`config.mk`:
```
export PLATFORM = sky130hd
export DESIGN_NAME = mem_wb_skid_stage_flat
export DESIGN_NICKNAME = d
export VERILOG_FILES = /design/src/rtl/mem_wb_skid_stage_if.sv /design/src/rtl/mem_wb_skid_stage.sv /design/src/flat_wrapper.sv
export SDC_FILE = /design/constraint.sdc
export NUM_CORES = 1
export LEC_CHECK = 0
export BUFFER_PORTS_ARGS = -buffer_cell sky130_fd_sc_hd__buf_2
export CAP_MARGIN = 5
export CORE_MARGIN = 2
export CORE_UTILIZATION = 59
export CTS_CLUSTER_DIAMETER = 100
export DETAILED_ROUTE_END_ITERATION = 8
export PLACE_DENSITY = 0.85
export REMOVE_ABC_BUFFERS = 1
export SLEW_MARGIN = 20
export SYNTH_ARGS = -nofsm -noshare
export SYNTH_HDL_FRONTEND = slang
export SYNTH_SLANG_ARGS = --single-unit
```
`constraint.sdc`:
```
create_clock -name clk -period 6.6 [get_ports clk]
set_input_delay 1.32 -clock clk [delete_from_list [all_inputs] [get_ports clk]]
set_output_delay 1.32 -clock clk [all_outputs]
set_load 0.005 [all_outputs]
```
`src/rtl/mem_wb_skid_stage_if.sv`:
```
// MEM->WB handshake bundle: upstream entry fields plus the writeback-side view.
// The environment drives through master; the stage consumes it through slave.
interface mem_wb_skid_stage_if #(
    parameter int XLEN = 32,
    parameter int RA_W = 5
);
    logic            in_valid;
    logic            in_ready;
    logic [XLEN-1:0] in_pc;
    logic [XLEN-1:0] in_ir;
    logic [XLEN-1:0] in_alu;
    logic [XLEN-1:0] in_mdr;
    logic [RA_W-1:0] in_rd;
    logic [1:0]      in_wbsel;
    logic            in_regwrite;
    logic            out_valid;
    logic            out_ready;
    logic [XLEN-1:0] out_pc;
    logic [XLEN-1:0] out_ir;
    logic [RA_W-1:0] out_rd;
    logic [XLEN-1:0] out_wdata;
    logic            out_we;

    modport master (
        output in_valid, in_pc, in_ir, in_alu, in_mdr,
        output in_rd, in_wbsel, in_regwrite, out_ready,
        input  in_ready, out_valid, out_pc, out_ir,
        input  out_rd, out_wdata, out_we
    );

    modport slave (
        input  in_valid, in_pc, in_ir, in_alu, in_mdr,
        input  in_rd, in_wbsel, in_regwrite, out_ready,
        output in_ready, out_valid, out_pc, out_ir,
        output out_rd, out_wdata, out_we
    );
endinterface

```
`src/rtl/mem_wb_skid_stage.sv`:
```
// MEM->WB stage: output register plus one skid entry, writeback word chosen at capture,
// with retire and stall counters.
module mem_wb_skid_stage #(
    parameter int XLEN  = 32,
    parameter int RA_W  = 5,
    parameter int CNT_W = 32
) (
    input  logic               clk,
    input  logic               rst,
    input  logic               flush,
    mem_wb_skid_stage_if.slave bus,
    output logic [CNT_W-1:0]   retire_cnt,
    output logic [CNT_W-1:0]   stall_cnt
);
    typedef struct packed {
        logic [XLEN-1:0] pc;
        logic [XLEN-1:0] ir;
        logic [XLEN-1:0] wdata;
        logic [RA_W-1:0] rd;
        logic            regwrite;
    } ent_t;

    ent_t            r_out;
    ent_t            r_skid;
    logic            r_out_valid;
    logic            r_skid_valid;
    logic            r_in_ready;
    logic [CNT_W-1:0] r_retire;
    logic [CNT_W-1:0] r_stall;

    ent_t            w_new;
    logic            w_acc;
    logic            w_free;
    logic            w_retire;
    logic            w_stall;

    assign w_acc    = bus.in_valid & r_in_ready;
    assign w_free   = ~r_out_valid | bus.out_ready;
    assign w_retire = r_out_valid & bus.out_ready;
    assign w_stall  = r_out_valid & ~bus.out_ready;

    always_comb begin
        w_new          = '0;
        w_new.pc       = bus.in_pc;
        w_new.ir       = bus.in_ir;
        w_new.rd       = bus.in_rd;
        w_new.regwrite = bus.in_regwrite;
        unique case (bus.in_wbsel)
            2'd0: w_new.wdata = bus.in_alu;
            2'd1: w_new.wdata = bus.in_mdr;
            2'd2: w_new.wdata = bus.in_pc + XLEN'(4);
            2'd3: w_new.wdata = {bus.in_ir[XLEN-1:12], 12'b0};
            default: w_new.wdata = bus.in_alu;
        endcase
    end

    // in_ready tracks "skid empty after this edge"; the skid only fills when the slot is busy
    always_ff @(posedge clk) begin
        if (rst) begin
            r_out        <= '0;
            r_skid       <= '0;
            r_out_valid  <= 1'b0;
            r_skid_valid <= 1'b0;
            r_in_ready   <= 1'b1;
        end else if (flush) begin
            r_out_valid  <= 1'b0;
            r_skid_valid <= 1'b0;
            r_in_ready   <= 1'b1;
        end else if (w_free) begin
            if (r_skid_valid) begin
                r_out       <= r_skid;
                r_out_valid <= 1'b1;
                if (w_acc) begin
                    r_skid <= w_new;
                end
                r_skid_valid <= w_acc;
                r_in_ready   <= ~w_acc;
            end else begin
                if (w_acc) begin
                    r_out <= w_new;
                end
                r_out_valid <= w_acc;
                r_in_ready  <= 1'b1;
            end
        end else if (w_acc) begin
            r_skid       <= w_new;
            r_skid_valid <= 1'b1;
            r_in_ready   <= 1'b0;
        end
    end

    // stall counting ignores flush; a flushed cycle never counts as a retire
    always_ff @(posedge clk) begin
        if (rst) begin
            r_retire <= '0;
            r_stall  <= '0;
        end else begin
            if (w_retire && !flush) begin
                r_retire <= r_retire + CNT_W'(1);
            end
            if (w_stall) begin
                r_stall <= r_stall + CNT_W'(1);
            end
        end
    end

    assign bus.in_ready  = r_in_ready;
    assign bus.out_valid = r_out_valid;
    assign bus.out_pc    = r_out.pc;
    assign bus.out_ir    = r_out.ir;
    assign bus.out_rd    = r_out.rd;
    assign bus.out_wdata = r_out.wdata;
    assign bus.out_we    = r_out_valid & r_out.regwrite & (r_out.rd != '0);
    assign retire_cnt    = r_retire;
    assign stall_cnt     = r_stall;
endmodule

```
`src/flat_wrapper.sv`:
```
// flat-port wrapper written by rule: the top's interface ports become plain ports
module mem_wb_skid_stage_flat 
#(
    parameter int XLEN  = 32,
    parameter int RA_W  = 5,
    parameter int CNT_W = 32
)
  (clk, rst, flush, retire_cnt, stall_cnt, bus_in_valid, bus_in_pc, bus_in_ir, bus_in_alu, bus_in_mdr, bus_in_rd, bus_in_wbsel, bus_in_regwrite, bus_out_ready, bus_in_ready, bus_out_valid, bus_out_pc, bus_out_ir, bus_out_rd, bus_out_wdata, bus_out_we);
  mem_wb_skid_stage_if #(.XLEN(XLEN), .RA_W(RA_W)) bus_i ();
  input  logic clk;
  input  logic rst;
  input  logic flush;
  output logic [CNT_W-1:0] retire_cnt;
  output logic [CNT_W-1:0] stall_cnt;
  input wire logic [$bits(bus_i.in_valid)-1:0] bus_in_valid;
  input wire logic [$bits(bus_i.in_pc)-1:0] bus_in_pc;
  input wire logic [$bits(bus_i.in_ir)-1:0] bus_in_ir;
  input wire logic [$bits(bus_i.in_alu)-1:0] bus_in_alu;
  input wire logic [$bits(bus_i.in_mdr)-1:0] bus_in_mdr;
  input wire logic [$bits(bus_i.in_rd)-1:0] bus_in_rd;
  input wire logic [$bits(bus_i.in_wbsel)-1:0] bus_in_wbsel;
  input wire logic [$bits(bus_i.in_regwrite)-1:0] bus_in_regwrite;
  input wire logic [$bits(bus_i.out_ready)-1:0] bus_out_ready;
  output wire logic [$bits(bus_i.in_ready)-1:0] bus_in_ready;
  output wire logic [$bits(bus_i.out_valid)-1:0] bus_out_valid;
  output wire logic [$bits(bus_i.out_pc)-1:0] bus_out_pc;
  output wire logic [$bits(bus_i.out_ir)-1:0] bus_out_ir;
  output wire logic [$bits(bus_i.out_rd)-1:0] bus_out_rd;
  output wire logic [$bits(bus_i.out_wdata)-1:0] bus_out_wdata;
  output wire logic [$bits(bus_i.out_we)-1:0] bus_out_we;
  assign bus_i.in_valid = bus_in_valid;
  assign bus_i.in_pc = bus_in_pc;
  assign bus_i.in_ir = bus_in_ir;
  assign bus_i.in_alu = bus_in_alu;
  assign bus_i.in_mdr = bus_in_mdr;
  assign bus_i.in_rd = bus_in_rd;
  assign bus_i.in_wbsel = bus_in_wbsel;
  assign bus_i.in_regwrite = bus_in_regwrite;
  assign bus_i.out_ready = bus_out_ready;
  assign bus_in_ready = bus_i.in_ready;
  assign bus_out_valid = bus_i.out_valid;
  assign bus_out_pc = bus_i.out_pc;
  assign bus_out_ir = bus_i.out_ir;
  assign bus_out_rd = bus_i.out_rd;
  assign bus_out_wdata = bus_i.out_wdata;
  assign bus_out_we = bus_i.out_we;
  mem_wb_skid_stage #(.XLEN(XLEN), .RA_W(RA_W), .CNT_W(CNT_W)) u_core (.clk(clk), .rst(rst), .flush(flush), .bus(bus_i), .retire_cnt(retire_cnt), .stall_cnt(stall_cnt));
endmodule
```
==> out/metrics.sh, run 1 <==
DETAILEDROUTE.FIRSTITERATIONVIOLATIONS=1107
FINAL_CRITICAL_PATH_SETUP_SLACK_NS=3.14
OUTCOME='finished, final reports clean'
HTREE_NUM_LEVELS=1
BUFFER_PORTS.INSERTED=308
POST_SYNTHESIS_INSTANCE_AREA_SQ_MM=0.0134
WORST_EP_ARRIVAL_TIME_NS=3.86
YS.FLOP_TYPE='sky130_fd_sc_hd__dfxtp_1'
ANT_NETS=0
DETAILROUTE.WIRELENGTH.MET3_MM=3.57
POWER.STATIC_LEAKAGE_nW=5.81
SETUP.REG_TO_REG.WORST_SLACK_NS=3.72
SYNTH_LARGEST_AREA_CELL='sky130_fd_sc_hd__dfxtp_1'
WORSTPATHREQUIRED_NS=7.00
TIMING.CRITICAL_PATH.TO_TYPE='register'
DRT_PASS1_ITERATIONS=5
FLOORPLAN.DIE_AREA_SQ_MM=0.0239
DIE_WIDTH_UM=155
SYNTHESIS.INSTANCES=1646
CORE-AREA_SQ_MM=0.0224
SETUP-VIOLATIONS-FINAL=0
YOSYS_REGISTER_BITS=271
MAX_CLOCK_SKEW_NS=0.0199
AVGSYNTHCELLAREA_SQ_UM=8.14
VDD.IR_DROP.WORST_uV=157
HOLDCRITSTARTPOINT='u_core.r_skid[57]'
CTS_BUFFER_DEPTH=3
CRIT_TYPE='input pin to register'
DRC=0
WORSTMARGINPINSLEW_NS=1.06
HIGHEST_ROUTED_METAL_LAYER='met5'
WL_MET1_MM=14.8
MET2WIRELENGTH_MM=17.5
CHIPHEIGHT_UM=155
PLACE_WORST_SETUP_SLACK_NS=2.69
CTS.ROOT.BUFFER_CELL='sky130_fd_sc_hd__clkbuf_16'
PLACEMENT.CELL_AREA_SQ_MM=0.0142
POSTROUTEWIRELENGTH_MM=36.9
WORSTHOLDENDPOINT='u_core.r_skid[57]'
FINAL_NETS=1914
POST_SYNTH_NUM_CELL_TYPES=69
TRITONCTS='done'
DRIVE_GT1_SHARE_PCT=21.9
SYNTH-SEQ-AREA-SHARE_PCT=40.5
AREA_GROWTH_SYN_TO_LAYOUT_PCT=12.8
PLACE.GP.CONGESTION=0.922
POST_ROUTE_NON_FILLER_STANDARD_CELL_COUNT=2078
ROUTE.DETAILED.WL_PER_INST_UM=17.8
RSZ0062_AT_GRT='false'
FINAL_MAX_SLEW_VIOLS=0
MAX_CLOCK_FREQ_MHz=289
FLOORPLAN.INITIALDENSITY_PCT=59.7
LARGEST_NET_DEGREE_AT_THE_START_OF_GLOBAL_ROUTING=107
SYNTH_TOP_CELL_AREA_SHARE_PCT=40.5
R2R-START='u_core.r_skid_valid'
FINAL_CRITICAL_PATH_TIME_INCLUDING_I_O_DELAYS_AND_SETUP_NS=3.46
RELATIVE_SLEW_SLACK_PCT=28.6
PLACEMENTROWS=55
POST_CTS_HOLD_BUFFER_COUNT=0
FINAL_HOLD_VIOL_COUNT=0
POST-CTS-SETUP-BUFFERS=0
POWER_PER_CELL_AREA_mW_PER_MM2=240
GLOBALROUTETOTALUTIL_PCT=29.9
VIA_PER_INST=6.06
MAX_CAP_VIOLATIONS=0
R2R_END='u_core.bus.out_wdata[10]'
HOLD_PATH_DEPTH=2
CTS-RESIZED-GATES=0
SYNTHTOPCELLSBYAREA='sky130_fd_sc_hd__dfxtp_1 (41%), sky130_fd_sc_hd__mux2i_1 (7.1%), sky130_fd_sc_hd__nand2_1 (5.7%)'
LAYOUT_WORST_PATH_CYCLE_SHARE_PCT=52.4
GRT_ANTENNA_BEFORE_REPAIR=3
WORSTSKEWPAIRLATENCY_NS=0.54
SYNTH_WARNINGS=0
GR-TOTAL-OVERFLOW=0
SYNTH_ASYNC_SR_FLOP_SHARE_PCT=0
GRT_PASS1_WL_MM=59.4
TIMING.CRITICAL_PATH.FROM_TYPE='input pin'
POST-PLACE-CELLS=2024
NUMBER_OF_ENABLE_FLIP_FLOP_CELLS_AFTER_SYNTHESIS=0
FIRST_GLOBAL_VIAS=11800
FF_TO_FF_PATH_DEPTH=5
POSTLAYOUTCOREUTIL_PCT=67.4
N_FILL_CELL=1834
CLK_PIN_SLEW_NS=0.06
FINALINSTANCEAREA_SQ_MM=0.0151
POST-DP-HPWL_MM=24.8
CTS_INSERTED_BUFFERS=28
CLASS_OF_THE_WORST_HOLD_PATH='register to register'
CTS_SINKS=271
IO_PINS=309
WORST-PATH-MAX-FANOUT=30
ROUTE.VIAS.TOTAL=12600
==> how the worst max path moves through the flow <==
stage / start / to / slack [ns] / cells after the start
2_1_floorplan: u_core.r_skid_valid / u_core.bus.out_wdata[11] / -2.60 / 4
3_3_place_gp: bus_out_ready / u_core.bus.out_wdata[10] / 2.84 / 6
3_5_place_dp: bus_in_wbsel[0] / u_core.bus.out_wdata[23] / 2.69 / 7
4_1_cts: bus_in_wbsel[0] / u_core.bus.out_wdata[23] / 3.26 / 7
5_1_grt: bus_out_ready / u_core.bus.out_wdata[9] / 3.09 / 6
6_report: bus_in_wbsel[0] / u_core.bus.out_wdata[23] / 3.14 / 7
==> Yosys cell counts (4+ instances only) <==
master                        n
sky130_fd_sc_hd__mux2_2       5
sky130_fd_sc_hd__or3_1       30
sky130_fd_sc_hd__o21ai_0     64
sky130_fd_sc_hd__inv_1       27
sky130_fd_sc_hd__a211oi_1    81
sky130_fd_sc_hd__buf_1        9
sky130_fd_sc_hd__o211ai_1    13
sky130_fd_sc_hd__nor2b_1     10
sky130_fd_sc_hd__and3_1       4
sky130_fd_sc_hd__buf_2       13
sky130_fd_sc_hd__nand3_1     46
sky130_fd_sc_hd__dfxtp_1    271
sky130_fd_sc_hd__o22ai_1      4
sky130_fd_sc_hd__xnor2_1     33
sky130_fd_sc_hd__nor2_1     177
sky130_fd_sc_hd__a31oi_1     16
sky130_fd_sc_hd__buf_4      101
sky130_fd_sc_hd__o311ai_0     5
sky130_fd_sc_hd__nand4_1     32
sky130_fd_sc_hd__or4_1        4
sky130_fd_sc_hd__a211o_1      5
sky130_fd_sc_hd__a311oi_1     6
sky130_fd_sc_hd__and4_1      11
sky130_fd_sc_hd__clkbuf_1   101
sky130_fd_sc_hd__xor2_1      20
sky130_fd_sc_hd__nor4_1      20
sky130_fd_sc_hd__a2bb2oi_1    4
sky130_fd_sc_hd__nand2b_1     4
sky130_fd_sc_hd__a21oi_1    137
sky130_fd_sc_hd__mux2i_1     95
sky130_fd_sc_hd__nor3_1      35
sky130_fd_sc_hd__nand2_1    204
==> state kept, by name (all words and copies together) (netlist names), 5 cells and up <==
| name | cells |
|---|---|
| u_core.r_skid | 102 |
| u_core.bus.out_ir | 32 |
| u_core.retire_cnt | 32 |
| u_core.bus.out_rd | 5 |
| u_core.bus.out_wdata | 32 |
| u_core.stall_cnt | 32 |
| u_core.bus.out_pc | 32 |
==> layer usage <==
layer	GRT usage (%)	up-vias
li1	-	5959
met1	37.7	5929
met2	50.9	603
met3	6.86	97
met4	9.35	2
met5	0	-
==> where the power goes <==
part / switching (mW) / internal (mW)
clock: 0.649 / 0.901
combinational: 0.224 / 0.143
sequential: 0.0285 / 1.69
==> metrics by stage <==
step                TNS (ns)  total power [mW]  hold slack [ns]
global placement           0              2.10            0.436
global route               0              3.76            0.473
finish                     0              3.63            0.452
CTS                        0              3.64            0.452
detailed placement         0              2.11            0.443
floorplan            -209.75              1.92            0.426
==> kinds of logic after synthesis <==
logic type	share of synthesized area [%]
buffers and inverters	10.1
adder cells (fa/ha/maj)	0.280
multiplexers	7.77
flip-flops	40.5
XOR/XNOR	3.47
AO/OA/AOI/OAI	17.1
AND/OR/NAND/NOR	20.8
==> placed cells by master, fill, tap and decap left out, drive strengths merged, types with 10 or more instances in the layout <==
master,instances
a211oi,81
a21oi,137
a31oi,16
and4,11
buf,318
clkbuf,42
clkinv,10
dfxtp,271
inv,27
mux2i,95
nand2,205
nand3,46
nand4,34
nor2,177
nor2b,10
nor3,37
nor4,22
o211ai,13
o21ai,64
or3,30
xnor2,33
xor2,20
==> worst max-delay path, cell delays in order <==
cell	delay [ns]
sky130_fd_sc_hd__buf_2	0.63
sky130_fd_sc_hd__buf_4	0.40
sky130_fd_sc_hd__and2_1	0.65
sky130_fd_sc_hd__nand2_1	0.13
sky130_fd_sc_hd__o21ai_0	0.15
sky130_fd_sc_hd__o32ai_1	0.11
sky130_fd_sc_hd__a2111oi_0	0.45
==> layout make-up <==
type / count / area [sq um] / area share [%]
Timing Repair Buffer: 319 / 1650 / 10.9
Multi-Input combinational cell: 1122 / 6660 / 44.0
Inverter: 28 / 105 / 0.695
Antenna cell: 2 / 5.00 / 0.0331
Tap cell: 285 / 357 / 2.36
Clock inverter: 10 / 52.6 / 0.348
Sequential cell: 271 / 5430 / 35.9
Clock buffer: 41 / 862 / 5.70
Power figures use the tool's default switching activity.
==> inputs of run 2 (changes only) <==
--- a/config.mk
+++ b/config.mk
@@ -8,10 +8,10 @@
 export BUFFER_PORTS_ARGS = -buffer_cell sky130_fd_sc_hd__buf_2
 export CAP_MARGIN = 5
 export CORE_MARGIN = 2
-export CORE_UTILIZATION = 59
+export CORE_UTILIZATION = 55
 export CTS_CLUSTER_DIAMETER = 100
 export DETAILED_ROUTE_END_ITERATION = 8
-export PLACE_DENSITY = 0.85
+export PLACE_DENSITY = 0.8
 export REMOVE_ABC_BUFFERS = 1
 export SLEW_MARGIN = 20
 export SYNTH_ARGS = -nofsm -noshare
==> constraint.sdc (replaced) <==
create_clock -name clk -period 3.5 [get_ports clk]
set_input_delay 0.7 -clock clk [delete_from_list [all_inputs] [get_ports clk]]
set_output_delay 0.7 -clock clk [all_outputs]
set_load 0.005 [all_outputs]
==> run 2 against run 1 <==
  * Utilization shrank 3.5 points
  * Via count fell by 0.60%
  * Register-to-register slack got worse by 2.5 ns
  * Highest routed layer is now met4
  * Final cell count increased by 2.9%
  * First-iteration DRC count increased by 2.8%
  * Total power increased by 90%
==> out/metrics.sh, run 2 (same netlist as run 1, synthesis figures left out) <==
ANT_NETS=0
BUFFER_PORTS.INSERTED=308
POWER.STATIC_LEAKAGE_nW=5.93
CRIT_TYPE='register to output pin'
GRT_ANTENNA_BEFORE_REPAIR=2
TRITONCTS='done'
LAYOUT.CELLS.MOST_COMMON='sky130_fd_sc_hd__buf_2'
MAX_FLOP_REGISTER='u_core.r_skid'
TIMING.CRITICAL_PATH.CELLS='or3_1, o311a_1, buf_2'
ROUTE.VIAS.TOTAL=12500
PWR-SHARE-COMB_PCT=10.5
POWER_PER_CELL_AREA_mW_PER_MM2=448
POST-DP-HPWL_MM=26.2
CTS_SINKS=271
SHARE_OF_POWER_BURNED_IN_REGISTERS_PCT=46.9
PLACE.GP.CONGESTION=0.933
WORSTPATHREQUIRED_NS=2.80
DRT_PASS1_ITERATIONS=8
FINAL_CRITICAL_PATH_TIME_INCLUDING_I_O_DELAYS_AND_SETUP_NS=2.38
OUTCOME='finished, final reports clean'
CLASS_OF_THE_WORST_HOLD_PATH='input pin to register'
AREA_GROWTH_SYN_TO_LAYOUT_PCT=15.0
WORST-PATH-MAX-FANOUT=3
MAX_CAP_VIOLATIONS=0
GRT_PASS1_WL_MM=60.3
FIRST_GLOBAL_VIAS=11600
RELATIVE_SLEW_SLACK_PCT=47.6
CTS_BUFFER_DEPTH=3
LARGEST_NET_DEGREE_AT_THE_START_OF_GLOBAL_ROUTING=83
CHIPHEIGHT_UM=160
MAX_CLOCK_FREQ_MHz=421
N_FILL_CELL=2143
WORST_EP_ARRIVAL_TIME_NS=1.68
RSZ0062_AT_GRT='false'
INTERNAL_POWER_mW=5.18
PLACEMENTROWS=57
CTS_INSERTED_BUFFERS=29
FINAL_NETS=1938
CLK_PIN_SLEW_NS=0.06
POSTLAYOUTCOREUTIL_PCT=63.9
CTS-RESIZED-GATES=0
FLOORPLAN.INITIALDENSITY_PCT=55.6
HTREE_NUM_LEVELS=1
GLOBALROUTETOTALUTIL_PCT=28.4
GR-TOTAL-OVERFLOW=0
CORE-AREA_SQ_MM=0.0241
SETUP-VIOLATIONS-FINAL=0
FF_TO_FF_PATH_DEPTH=5
ROUTE.DETAILED.WL_PER_INST_UM=17.8
CLOCK_POWER_SHARE_PCT=42.7
POST_CTS_HOLD_BUFFER_COUNT=0
DIE_WIDTH_UM=160
CTS.ROOT.BUFFER_CELL='sky130_fd_sc_hd__clkbuf_16'
MAX_STAGE_DELAY_NS=0.40
NETSWITCHINGFRACTION_PCT=24.9
LAYOUT_WORST_PATH_CYCLE_SHARE_PCT=67.9
VIA_PER_INST=5.85
TIMING.SETUP.TNS_NS=0
TIMING.CRITICAL_PATH.TO_TYPE='output pin'
DRC=0
WORSTMARGINPINSLEW_NS=0.785
POWER_SWITCHING_mW=1.72
COMMONEST_CELLS_AFTER_ROUTING_FILL_AND_TAPS_ASIDE='sky130_fd_sc_hd__buf_2 (307), sky130_fd_sc_hd__dfxtp_1 (270), sky130_fd_sc_hd__nand2_1 (204)'
HOLD_PATH_DEPTH=3
FINAL_MAX_SLEW_VIOLS=0
POST-CTS-SETUP-BUFFERS=0
FLOORPLAN.DIE_AREA_SQ_MM=0.0256
WORSTSKEWPAIRLATENCY_NS=0.54
DRIVE_GT1_SHARE_PCT=22.6
DETAILEDROUTE.FIRSTITERATIONVIOLATIONS=1138
MAX_CLOCK_SKEW_NS=0.0205
LARGEST_REGISTER_FFS=102
FINAL_HOLD_VIOL_COUNT=0
CRIT_SLOWEST_CELL='sky130_fd_sc_hd__or3_1'
POSTROUTEWIRELENGTH_MM=38.0
POWER.TOTAL_mW=6.90
TIMING.CRITICAL_PATH.FROM_TYPE='register'
IO_PINS=309
VDD.IR_DROP.WORST_uV=326
==> run 2: cell types whose count changed in the layout (fill, tap and decap cells not counted) <==
cell | previous run | this run
sky130_fd_sc_hd__clkbuf_16 | 30 | 29
sky130_fd_sc_hd__bufinv_16 | 0 | 1
sky130_fd_sc_hd__buf_12 | 1 | 8
sky130_fd_sc_hd__clkbuf_1 | 4 | 8
sky130_fd_sc_hd__buf_4 | 10 | 26
sky130_fd_sc_hd__clkinv_2 | 9 | 4
sky130_fd_sc_hd__clkbuf_8 | 8 | 7
==> run 2: per-layer routing <==
metal | vias to the layer above | global-route usage (%) | share of wire, %
met2 | 549 | 48.4 | 47
met3 | 68 | 6.00 | 8.5
met1 | 5905 | 36.8 | 42
li1 | 5992 | - | -
met4 | 0 | 7.21 | 2.1
met5 | - | 0 | 0
==> run 2: worst max-delay path, delay by kind of cell, from the launching register on <==
family	cells	cell delay [ns]
AO/OA/AOI/OAI	1	0.29
buffers and inverters	1	0.13
AND/OR/NAND/NOR	1	0.40
flip-flops	1	0.33
==> run 2: power by group through the flow <==
stage | sequential [mW] | combinational, mW | clock [mW]
after floorplan | 3.30 | 0.316 | 0
after global placement | 3.29 | 0.700 | 0
after detailed placement | 3.30 | 0.711 | 0
after CTS | 3.23 | 0.716 | 2.99
after global routing | 3.24 | 0.792 | 3.12
final | 3.23 | 0.721 | 2.94
==> run 2: final timing paths <==
path | startpoint | end | slack (ns)
worst max-delay path | u_core.bus.out_rd[4] | bus_out_we | 1.12
worst max register to register | u_core.r_skid_valid | u_core.bus.out_wdata[23] | 1.21
worst min register to register | u_core.r_skid[71] | u_core.r_skid[71] | 0.45
worst min-delay path | bus_in_rd[4] | u_core.r_skid[5] | 0.41
==> run 2: area by class of cell <==
cell class / count / area, sq um / area share [%]
timing repair buffer: 342 / 1910 / 12.4
multi-input combinational: 1122 / 6660 / 43.2
clock buffer: 43 / 838 / 5.44
sequential: 271 / 5430 / 35.2
clock inverter: 6 / 57.6 / 0.374
inverter: 28 / 105 / 0.682
antenna: 2 / 5.00 / 0.0325
tap: 324 / 405 / 2.63
==> run 2: through the flow <==
stage / hold WS, ns / area (sq um) / setup WS, ns / instances
final: 0.412 / 15400 / 1.12 / 2138
after CTS: 0.389 / 15400 / 1.09 / 2136
after floorplan: 0.426 / 12200 / -5.70 / 1421
after global routing: 0.393 / 15400 / 1.07 / 2137
after global placement: 0.441 / 14500 / 0.883 / 2087
after detailed placement: 0.446 / 14500 / 0.842 / 2087
==> inputs of run 3 (changes only) <==
--- a/config.mk
+++ b/config.mk
@@ -5,6 +5,7 @@
 export SDC_FILE = /design/constraint.sdc
 export NUM_CORES = 1
 export LEC_CHECK = 0
+export ABC_AREA = 1
 export BUFFER_PORTS_ARGS = -buffer_cell sky130_fd_sc_hd__buf_2
 export CAP_MARGIN = 5
 export CORE_MARGIN = 2
==> constraint.sdc (replaced) <==
create_clock -name clk -period 2.3 [get_ports clk]
set_input_delay 0.46 -clock clk [delete_from_list [all_inputs] [get_ports clk]]
set_output_delay 0.46 -clock clk [all_outputs]
set_load 0.005 [all_outputs]
==> run 3 against run 2 <==
  * Clock skew increased by 0.0016 ns
  * Largest power group unchanged
  * Clock-buffer cell count increased by 2
  * Critical path type unchanged
  * Synthesized area increased by 0.92%
  * Clock power increased by 59%
  * Combinational power increased by 47%
==> out/metrics.sh, run 3 <==
OUTCOME='finished, final reports clean'
POSTLAYOUTCOREUTIL_PCT=64.5
PLACE_WORST_SETUP_SLACK_NS=0.0216
FINAL_HOLD_VIOL_COUNT=0
POWER.TOTAL_mW=10.7
FINAL_MAX_SLEW_VIOLS=0
POST_SYNTH_NUM_CELL_TYPES=42
WORSTMARGINPINSLEW_NS=1.05
AVGSYNTHCELLAREA_SQ_UM=6.88
ANT_NETS=0
LARGEST_NET_DEGREE_AT_THE_START_OF_GLOBAL_ROUTING=119
POSTROUTEWIRELENGTH_MM=41.4
CTS.ROOT.BUFFER_CELL='sky130_fd_sc_hd__clkbuf_16'
SYNTH_LARGEST_AREA_CELL='sky130_fd_sc_hd__dfxtp_1'
POST-DP-HPWL_MM=28.4
SYNTH-SEQ-AREA-SHARE_PCT=40.1
CORE-AREA_SQ_MM=0.0242
RELATIVE_SLEW_SLACK_PCT=30.2
VIA_PER_INST=5.60
CLOCK_POWER_SHARE_PCT=43.9
SYNTH_WARNINGS=0
YOSYS.CELL_COUNT.TOP_TYPE='sky130_fd_sc_hd__nand2_1'
POWER.STATIC_LEAKAGE_nW=6.88
POST_SYNTHESIS_INSTANCE_AREA_SQ_MM=0.0135
GR-TOTAL-OVERFLOW=0
TRITONCTS='done'
SYNTH_TOP_CELL_AREA_SHARE_PCT=40.1
MAX_CAP_VIOLATIONS=0
LARGEST_REGISTER_FFS=102
BUFFER_PORTS.INSERTED=308
DRT_PASS1_ITERATIONS=5
SYNTH_ASYNC_SR_FLOP_SHARE_PCT=0
FINALINSTANCEAREA_SQ_MM=0.0156
ROUTE.VIAS.TOTAL=13900
GLOBALROUTETOTALUTIL_PCT=30.7
WORST-PATH-MAX-FANOUT=3
CRIT_TYPE='register to output pin'
INTERNAL_POWER_mW=7.99
LAYOUT.CELLS.MOST_COMMON='sky130_fd_sc_hd__nand2_1'
MAX_CLOCK_FREQ_MHz=461
CTS_INSERTED_BUFFERS=29
COMMONEST_CELLS_AFTER_ROUTING_FILL_AND_TAPS_ASIDE='sky130_fd_sc_hd__nand2_1 (440), sky130_fd_sc_hd__buf_2 (308), sky130_fd_sc_hd__nor2_1 (270), sky130_fd_sc_hd__dfxtp_1 (270), sky130_fd_sc_hd__o21ai_0 (218)'
CTS_BUFFER_DEPTH=3
FINAL_CRITICAL_PATH_SETUP_SLACK_NS=0.130
WORST_EP_ARRIVAL_TIME_NS=1.71
CHIPHEIGHT_UM=161
DRIVE_GT1_SHARE_PCT=20.5
POWER_PER_CELL_AREA_mW_PER_MM2=682
SYNTHESIS.INSTANCES=1965
POST_ROUTE_NON_FILLER_STANDARD_CELL_COUNT=2476
MAX_CLOCK_SKEW_NS=0.0221
DRC=0
CTS_SINKS=271
POWER_SWITCHING_mW=2.68
SYNTH.TOP_CELLS.BY_COUNT='sky130_fd_sc_hd__nand2_1 (441), sky130_fd_sc_hd__nor2_1 (273), sky130_fd_sc_hd__dfxtp_1 (271)'
PLACE.GP.CONGESTION=0.907
TIMING.SETUP.TNS_NS=0
CLK_PIN_SLEW_NS=0.06
TIMING.CRITICAL_PATH.FROM_TYPE='register'
WHS_NS=0.167
IO_PINS=309
HTREE_NUM_LEVELS=1
PWR-SHARE-COMB_PCT=9.9
FINAL_NETS=2268
FLOORPLAN.DIE_AREA_SQ_MM=0.0258
DETAILEDROUTE.FIRSTITERATIONVIOLATIONS=1108
WORSTSKEWPAIRLATENCY_NS=0.56
PLACEMENT.CELL_AREA_SQ_MM=0.0147
SHARE_OF_POWER_BURNED_IN_REGISTERS_PCT=46.2
GRT_ANTENNA_BEFORE_REPAIR=12
FINAL_CRITICAL_PATH_TIME_INCLUDING_I_O_DELAYS_AND_SETUP_NS=2.17
NUMBER_OF_ENABLE_FLIP_FLOP_CELLS_AFTER_SYNTHESIS=0
POST_CTS_HOLD_BUFFER_COUNT=0
GRT_PASS1_WL_MM=65.4
CLASS_OF_THE_WORST_HOLD_PATH='input pin to register'
LAYOUT_WORST_PATH_CYCLE_SHARE_PCT=94.3
FLOORPLAN.INITIALDENSITY_PCT=55.7
FIRST_GLOBAL_VIAS=12900
RSZ0062_AT_GRT='false'
ROUTE.DETAILED.WL_PER_INST_UM=16.7
MAX_FLOP_REGISTER='u_core.r_skid'
PLACEMENTROWS=57
SETUP-VIOLATIONS-FINAL=0
WORSTPATHREQUIRED_NS=1.84
SYNTHTOPCELLSBYAREA='sky130_fd_sc_hd__dfxtp_1 (40%), sky130_fd_sc_hd__nand2_1 (12%), sky130_fd_sc_hd__o21ai_0 (8.1%)'
NETSWITCHINGFRACTION_PCT=25.1
VDD.IR_DROP.WORST_uV=561
YS.FLOP_TYPE='sky130_fd_sc_hd__dfxtp_1'
POST-PLACE-CELLS=2417
TIMING.CRITICAL_PATH.TO_TYPE='output pin'
DIE_WIDTH_UM=161
YOSYS_REGISTER_BITS=271
AREA_GROWTH_SYN_TO_LAYOUT_PCT=15.8
## run 3: changes by cell type after synthesis, sizes merged, moves of 80 or more
cell | previous run | this run
a211oi | 81 | 1
inv | 27 | 111
mux2i | 95 | 0
nand2 | 205 | 445
nor2 | 177 | 282
o21ai | 64 | 225
## run 3: logic make-up after synthesis
group                      count (synthesis)  synth area share (%)
and+or+nand+nor                          882                  27.4
AOI/OAI and AO/OA                        462                  18.7
DFF                                      271                  40.1
adders and majority gates                  3                 0.278
buffers and inverters                    321                  11.9
xor gates and xnor gates                  26                  1.68
## run 3: routing by layer
metal	vias to the layer above	GRT usage [%]	wire (um)
met5	-	0	62
met2	648	50.6	18900
met3	120	7.28	3700
li1	6721	-	-
met4	10	13.1	1690
met1	6357	38.6	17100
## run 3: worst max-delay path, stage by stage (launching register included)
cell	delay, ns
sky130_fd_sc_hd__dfxtp_1	0.31
sky130_fd_sc_hd__or3_1	0.37
sky130_fd_sc_hd__o311ai_1	0.23
sky130_fd_sc_hd__inv_1	0.11
sky130_fd_sc_hd__buf_2	0.14
## run 3: area by class of cell
type	instances	area (sq um)
Fill cell	2203	8600
Multi-Input combinational cell	1373	6510
Sequential cell	271	5430
Timing Repair Buffer	336	1900
Clock buffer	45	876
Inverter	113	432
Tap cell	324	405
Clock inverter	8	78.8
Antenna cell	6	15.0
## run 3: power by group through the flow
| stage | Clock, mW | Combinational [mW] | Sequential [mW] |
|---|---|---|---|
| 2_1_floorplan | 0 | 0.505 | 5.03 |
| 3_5_place_dp | 0 | 1.05 | 5.02 |
| 5_1_grt | 4.91 | 1.18 | 4.94 |
| 3_3_place_gp | 0 | 1.03 | 5.02 |
| 4_1_cts | 4.72 | 1.05 | 4.92 |
| 6_report | 4.68 | 1.06 | 4.93 |
## run 3: worst paths after layout
| kind | from | end | slack, ns | depth (start not counted) |
|---|---|---|---|---|
| worst max register to register | u_core.bus.out_valid | u_core.stall_cnt[29] | 0.26 | 9 |
| worst min-delay path | bus_in_pc[0] | u_core.r_skid[70] | 0.17 | 3 |
| worst min register to register | u_core.bus.out_wdata[29] | u_core.bus.out_wdata[29] | 0.46 | 2 |
| worst max-delay path | u_core.bus.out_rd[1] | bus_out_we | 0.13 | 4 |
## run 3: timing repair
| action | 4_1_cts | 5_1_grt |
|---|---|---|
| resized for setup | 0 | 1 |
| setup endpoints to repair | 0 | 1 |
| setup buffers | 0 | 0 |
